### config.mk
export PLATFORM = sky130hd
export DESIGN_NAME = ws2812_driver_flat
export DESIGN_NICKNAME = d
export VERILOG_FILES = /design/src/rtl/ws2812_driver_if.sv /design/src/rtl/ws2812_driver.sv /design/src/flat_wrapper.sv
export SDC_FILE = /design/constraint.sdc
export NUM_CORES = 1
export LEC_CHECK = 0
export ABC_AREA = 0
export BUFFER_PORTS_ARGS = -buffer_cell sky130_fd_sc_hd__buf_2
export CAP_MARGIN = 5
export CORE_MARGIN = 10
export CORE_UTILIZATION = 55
export CTS_CLUSTER_SIZE = 8
export DETAILED_ROUTE_END_ITERATION = 10
export GPL_ROUTABILITY_DRIVEN = 0
export PLACE_DENSITY = 0.78
export RECOVER_POWER = 100
export SLEW_MARGIN = 20
export SYNTH_ARGS = -nofsm -noshare
export SYNTH_HDL_FRONTEND = slang
export SYNTH_SLANG_ARGS = --single-unit
### constraint.sdc
create_clock -name clk -period 2.9 [get_ports clk]
set_input_delay 0.725 -clock clk [delete_from_list [all_inputs] [get_ports clk]]
set_output_delay 0.725 -clock clk [all_outputs]
set_load 0.005 [all_outputs]
### src/rtl/ws2812_driver_if.sv
// Engine-to-driver bundle for ws2812_driver: the frame word plus the Start/Busy/Done handshake and the serial line.
interface ws2812_driver_if #(
    parameter int NUM_LEDS = 5
);
    logic [24*NUM_LEDS-1:0] GRBSeq;
    logic                   Start;
    logic                   Dout;
    logic                   Busy;
    logic                   Done;

    modport master (output GRBSeq, output Start, input Dout, input Busy, input Done);
    modport slave  (input GRBSeq, input Start, output Dout, output Busy, output Done);
endinterface

### src/rtl/ws2812_driver.sv
// WS2812 serialiser: shifts a NUM_LEDS x 24-bit GRB frame out MSB first, then holds the line low for the latch time.
// Optional `WS2812_PENDING_EN builds a one-deep request queue so a frame requested while busy follows without an idle gap.
module ws2812_driver #(
    parameter int NUM_LEDS = 5,
    parameter int T0H      = 35,
    parameter int T1H      = 70,
    parameter int TBIT     = 125,
    parameter int TRESET   = 6000
) (
    input  logic           clk,
    input  logic           reset,
    ws2812_driver_if.slave bus
);
    localparam int FW   = 24 * NUM_LEDS;
    localparam int BW   = $clog2(FW);
    localparam int TMAX = (TBIT > TRESET) ? TBIT : TRESET;
    localparam int TW   = $clog2(TMAX);

    localparam logic [BW-1:0] C_LAST      = BW'(FW - 1);
    localparam logic [TW-1:0] C_TBIT_M1   = TW'(TBIT - 1);
    localparam logic [TW-1:0] C_TRESET_M1 = TW'(TRESET - 1);
    localparam logic [TW-1:0] C_T0H       = TW'(T0H);
    localparam logic [TW-1:0] C_T1H       = TW'(T1H);

    typedef enum logic [1:0] {
        IDLE,
        SEND,
        LATCH
    } state_t;

    state_t          r_state, w_state;
    logic [FW-1:0]   r_shift, w_shift;
    logic [BW-1:0]   r_bitcnt, w_bitcnt;
    logic [TW-1:0]   r_timer, w_timer;
    logic            r_dout, w_dout;
    logic            r_busy, w_busy;
    logic            r_done, w_done;
    logic [TW-1:0]   w_thigh;
`ifdef WS2812_PENDING_EN
    logic            r_pend, w_pend;
    logic [FW-1:0]   r_hold, w_hold;
`endif

    always_comb begin
        w_state  = r_state;
        w_shift  = r_shift;
        w_bitcnt = r_bitcnt;
        w_timer  = r_timer;
        w_dout   = 1'b0;
        w_busy   = r_busy;
        w_done   = 1'b0;
        w_thigh  = r_shift[FW-1] ? C_T1H : C_T0H;
`ifdef WS2812_PENDING_EN
        w_pend   = r_pend;
        w_hold   = r_hold;
        // A request in the final latch cycle lands here too and is consumed on the same edge below.
        if (r_state != IDLE && bus.Start) begin
            w_pend = 1'b1;
            w_hold = bus.GRBSeq;
        end
`endif
        case (r_state)
            IDLE: begin
                w_busy = 1'b0;
                if (bus.Start) begin
                    w_shift  = bus.GRBSeq;
                    w_bitcnt = '0;
                    w_timer  = '0;
                    w_dout   = 1'b1;
                    w_busy   = 1'b1;
                    w_state  = SEND;
                end
            end
            SEND: begin
                if (r_timer == C_TBIT_M1) begin
                    w_shift = r_shift << 1;
                    w_timer = '0;
                    if (r_bitcnt == C_LAST) begin
                        w_bitcnt = '0;
                        w_state  = LATCH;
                    end else begin
                        w_bitcnt = r_bitcnt + BW'(1);
                        w_dout   = 1'b1;
                    end
                end else begin
                    // Dout is registered, so compare against the timer value it will be shown with.
                    w_timer = r_timer + TW'(1);
                    w_dout  = (w_timer < w_thigh);
                end
            end
            LATCH: begin
                if (r_timer == C_TRESET_M1) begin
                    w_timer = '0;
                    w_done  = 1'b1;
                    w_busy  = 1'b0;
                    w_state = IDLE;
`ifdef WS2812_PENDING_EN
                    if (w_pend) begin
                        w_shift  = w_hold;
                        w_bitcnt = '0;
                        w_dout   = 1'b1;
                        w_busy   = 1'b1;
                        w_pend   = 1'b0;
                        w_state  = SEND;
                    end
`endif
                end else begin
                    w_timer = r_timer + TW'(1);
                end
            end
            default: begin
                w_state = IDLE;
                w_busy  = 1'b0;
            end
        endcase
    end

    always_ff @(posedge clk) begin
        if (reset) begin
            r_state  <= IDLE;
            r_shift  <= '0;
            r_bitcnt <= '0;
            r_timer  <= '0;
            r_dout   <= 1'b0;
            r_busy   <= 1'b0;
            r_done   <= 1'b0;
`ifdef WS2812_PENDING_EN
            r_pend   <= 1'b0;
            r_hold   <= '0;
`endif
        end else begin
            r_state  <= w_state;
            r_shift  <= w_shift;
            r_bitcnt <= w_bitcnt;
            r_timer  <= w_timer;
            r_dout   <= w_dout;
            r_busy   <= w_busy;
            r_done   <= w_done;
`ifdef WS2812_PENDING_EN
            r_pend   <= w_pend;
            r_hold   <= w_hold;
`endif
        end
    end

    assign bus.Dout = r_dout;
    assign bus.Busy = r_busy;
    assign bus.Done = r_done;
endmodule

### src/flat_wrapper.sv
// flat-port wrapper written by rule: the top's interface ports become plain ports
module ws2812_driver_flat 
#(
    parameter int NUM_LEDS = 5,
    parameter int T0H      = 35,
    parameter int T1H      = 70,
    parameter int TBIT     = 125,
    parameter int TRESET   = 6000
)
  (clk, reset, bus_GRBSeq, bus_Start, bus_Dout, bus_Busy, bus_Done);
  ws2812_driver_if #(.NUM_LEDS(NUM_LEDS)) bus_i ();
  input  logic clk;
  input  logic reset;
  input wire logic [$bits(bus_i.GRBSeq)-1:0] bus_GRBSeq;
  input wire logic [$bits(bus_i.Start)-1:0] bus_Start;
  output wire logic [$bits(bus_i.Dout)-1:0] bus_Dout;
  output wire logic [$bits(bus_i.Busy)-1:0] bus_Busy;
  output wire logic [$bits(bus_i.Done)-1:0] bus_Done;
  assign bus_i.GRBSeq = bus_GRBSeq;
  assign bus_i.Start = bus_Start;
  assign bus_Dout = bus_i.Dout;
  assign bus_Busy = bus_i.Busy;
  assign bus_Done = bus_i.Done;
  ws2812_driver #(.NUM_LEDS(NUM_LEDS), .T0H(T0H), .T1H(T1H), .TBIT(TBIT), .TRESET(TRESET)) u_core (.clk(clk), .reset(reset), .bus(bus_i));
endmodule
==> impl_metrics.json <==
{
  "initial_utilization_pct": 56.1,
  "timing.hold.ws_ns": 0.487,
  "synth_area_leaders": "sky130_fd_sc_hd__dfxtp_1 (36%), sky130_fd_sc_hd__mux2i_1 (15%), sky130_fd_sc_hd__a211oi_2 (15%), sky130_fd_sc_hd__a21oi_2 (9.7%), sky130_fd_sc_hd__a21oi_1 (3.0%)",
  "critical_path.max_fanout": 38,
  "stdcell_area_um2": 8950,
  "timing.final.crit_share_pct": 90.0,
  "setup_repair_after_global_routing_missed_its_margin": "no",
  "power_leakage_uw": 0.00318,
  "design.final.nets": 960,
  "detail_route.iter0.violations": 536,
  "report.final.hold_viol_count": 0,
  "synth_top_flop_cell": "sky130_fd_sc_hd__dfxtp_1",
  "intPower_uw": 4800,
  "critical_path.slowest_cell": "sky130_fd_sc_hd__clkbuf_2",
  "area.sequential_um2": 2900,
  "end_kind": "flip-flop",
  "worst_ep_required_time_ns": 3.18,
  "cp_cell_sequence": "inv_1, ha_4, clkbuf_2, mux2i_1, a211oi_2",
  "layout.filler_cells": 1243,
  "clkPwrFrac_pct": 26.4,
  "postPlaceCellArea_um2": 8680,
  "drtAntennaViolNets": 0,
  "antennaDiodeCount": 0,
  "outcome": "finished clean",
  "async_flop_share_pct": 0,
  "total_number_of_vias": 6184,
  "p_total_uw": 7610,
  "mostFrequentLayoutCells": "sky130_fd_sc_hd__dfxtp_1 (145), sky130_fd_sc_hd__mux2i_1 (126), sky130_fd_sc_hd__buf_2 (121)",
  "postCtsSetupBuffers": 0,
  "post_route_cells_drive_above_1_share_pct": 37.8,
  "net-switching-power_uw": 2800,
  "post_synthesis_register_bit_count": 145,
  "postCtsHoldBufs": 0,
  "ctsRootBufferMaster": "sky130_fd_sc_hd__clkbuf_16",
  "drt-total-wl_um": 19100,
  "criticalPathCategory": "flip-flop to flip-flop",
  "finalCriticalPeriod_ns": 2.61,
  "finalMaxSlewViolations": 0,
  "clock_buffer_count_from_cts": 17,
  "vdd_drop_max_v": 0.000562,
  "grt_usage_pct": 18.5,
  "clock-skew-final_ns": 0.0130,
  "p_comb_share_pct": 36.8,
  "rr_worst_depth": 5,
  "die_h_um": 142,
  "clock_tree_from_tritoncts": "done",
  "h-tree-depth": 4,
  "worstMarginPinSlew_ns": 1.21,
  "placement_rows": 44,
  "setup-violations-final": 0,
  "dieArea_um2": 20100,
  "synth_area_per_cell_um2": 11.0,
  "drc_errors": 0,
  "synth_cell_type_count": 64,
  "postSynthNetCount": 876,
  "synth-warning-count": 0,
  "largest_net_degree_at_the_start_of_global_routing": 97,
  "clkSinkCount": 145,
  "largest_area_contributor_in_the_synthesized_netlist": "sky130_fd_sc_hd__dfxtp_1",
  "grt_pass1_wl_um": 31300,
  "multiInputGateArea_um2": 4450,
  "hold_path.class": "flip-flop to flip-flop",
  "worstHoldPathCells": 2,
  "routedWlPerCell_um": 18.7,
  "yosys.area.top_type_share_pct": 35.6,
  "clkSlewWorstSetupHoldPaths_ns": 0.06,
  "top_level_ports": 126,
  "max_freq_mhz": 383,
  "max-slew-margin-rel_pct": 19.5,
  "sum_of_overflow_across_all_layers_after_global_routing": 0,
  "clk-insertion-delay-late_ns": 0.42,
  "cp_slowest_stage_delay_ns": 1.00,
  "critical_path.startpoint": "u_core.r_state[1]$_SDFFE_PP0P_",
  "layout_commonest_cell": "sky130_fd_sc_hd__dfxtp_1",
  "worstSetupStartpointType": "flip-flop",
  "share_of_synthesized_area_occupied_by_flip_flops_and_latches_pct": 35.6,
  "total_negative_setup_slacks_ns": 0,
  "synth_edf_count": 0,
  "syn-cell-area_um2": 8150,
  "post_drt_via_cell_ratio": 6.03,
  "clock_path_buffers": 2,
  "power.share.sequential_pct": 36.8,
  "hold_path_startpoint": "u_core.r_shift[0]$_SDFFE_PP0P_",
  "dp_hpwl_um": 12700,
  "cts-resized-gates": 0,
  "placement.io_buffers": 125,
  "antenna_violations_before_repair": 0,
  "r2r_start": "u_core.r_state[1]$_SDFFE_PP0P_",
  "fp.dieW_um": 142,
  "drv_cap": 0,
  "arrival_ns": 2.89,
  "via_count_of_the_first_global_routing_pass": 6329,
  "power_per_cell_area_nw_per_um2": 850,
  "core_region_area_um2": 14500,
  "syn2layout_area_growth_pct": 9.73,
  "detailedRoute.firstPassIterationCount": 5,
  "number_of_instances_in_the_synthesized_netlist": 744,
  "sw_frac_of_total_pct": 36.9
}
## cell usage after synthesis, drive strengths merged (6+ instances only)
cell type and n:
nand4 8, a211oi 121, inv 14, ha 9
nor2 10, xnor2 6, nand3 15, o21ai 10
clkbuf 33, mux2i 128, buf 42, nand2 11
dfxtp 145, a21oi 139
## metal layers
layer | share of wire [%] | GRT usage, % | up-vias
met2 | 49 | 29.9 | 150
met5 | 0 | 0 | -
met1 | 44 | 23.1 | 3025
li1 | - | - | 2992
met4 | 1.1 | 5.43 | 0
met3 | 6.0 | 5.77 | 17
## worst max-delay path: cells and delay by family, from the launching register on
family          cells  cell delay [ns]
compound gates      1             0.11
flops               1             0.31
buf+inv             2             1.12
mux                 1             0.37
fa+ha+maj           1             0.52
## through the flow
stage / instances / setup WS, ns / utilization, %
after global placement: 993 / 0.598 / 59.7
final: 1025 / 0.290 / 61.6
after floorplan: 744 / 0.893 / -
after global routing: 1025 / 0.129 / 61.6
after detailed placement: 993 / 0.469 / 59.7
after CTS: 1025 / 0.455 / 63.4
## sequential cells by signal, summed over array words and instances (netlist names)
| signal | flops |
|---|---|
| u_core.bus.Busy | 1 |
| u_core.r_bitcnt | 7 |
| u_core.bus.Dout | 1 |
| u_core.r_state | 2 |
| u_core.r_shift | 120 |
| u_core.bus.Done | 1 |
| u_core.r_timer | 13 |
## logic make-up (layout without fill, tap and decap cells)
logic type | after synthesis | after routing | share of synthesized area (%)
compound gates | 294 | 294 | 33.4
flops | 145 | 145 | 35.6
mux | 128 | 128 | 16.0
buf+inv | 89 | 186 | 7.04
simple gates | 71 | 71 | 5.71
fa+ha+maj | 9 | 9 | 1.38
xor+xnor | 8 | 8 | 0.859
## layout make-up
class	instances	share of cell area (%)
Clock buffer	20	5.10
Inverter	14	0.587
Multi-Input combinational cell	510	49.7
Clock inverter	12	0.937
Timing Repair Buffer	140	8.62
Tap cell	184	2.57
Sequential cell	145	32.4
## power by group through the flow
stage                     Combinational (uW)  Sequential [uW]  Clock [uW]
final                                   2800             2800        2010
after global routing                    3060             2860        2130
after CTS                               3040             2820        2030
after detailed placement                3030             2860           0
after global placement                  2880             2830           0
after floorplan                         2780             2780           0
## final timing paths
path                                           to  slack, ns
setup / recovery  u_core.r_shift[35]$_SDFFE_PP0P_       0.29
hold reg to reg    u_core.r_shift[0]$_SDFFE_PP0P_       0.49
setup reg to reg  u_core.r_shift[35]$_SDFFE_PP0P_       0.29
hold / removal     u_core.r_shift[0]$_SDFFE_PP0P_       0.49
No activity file was read; power rests on OpenSTA's default activity.
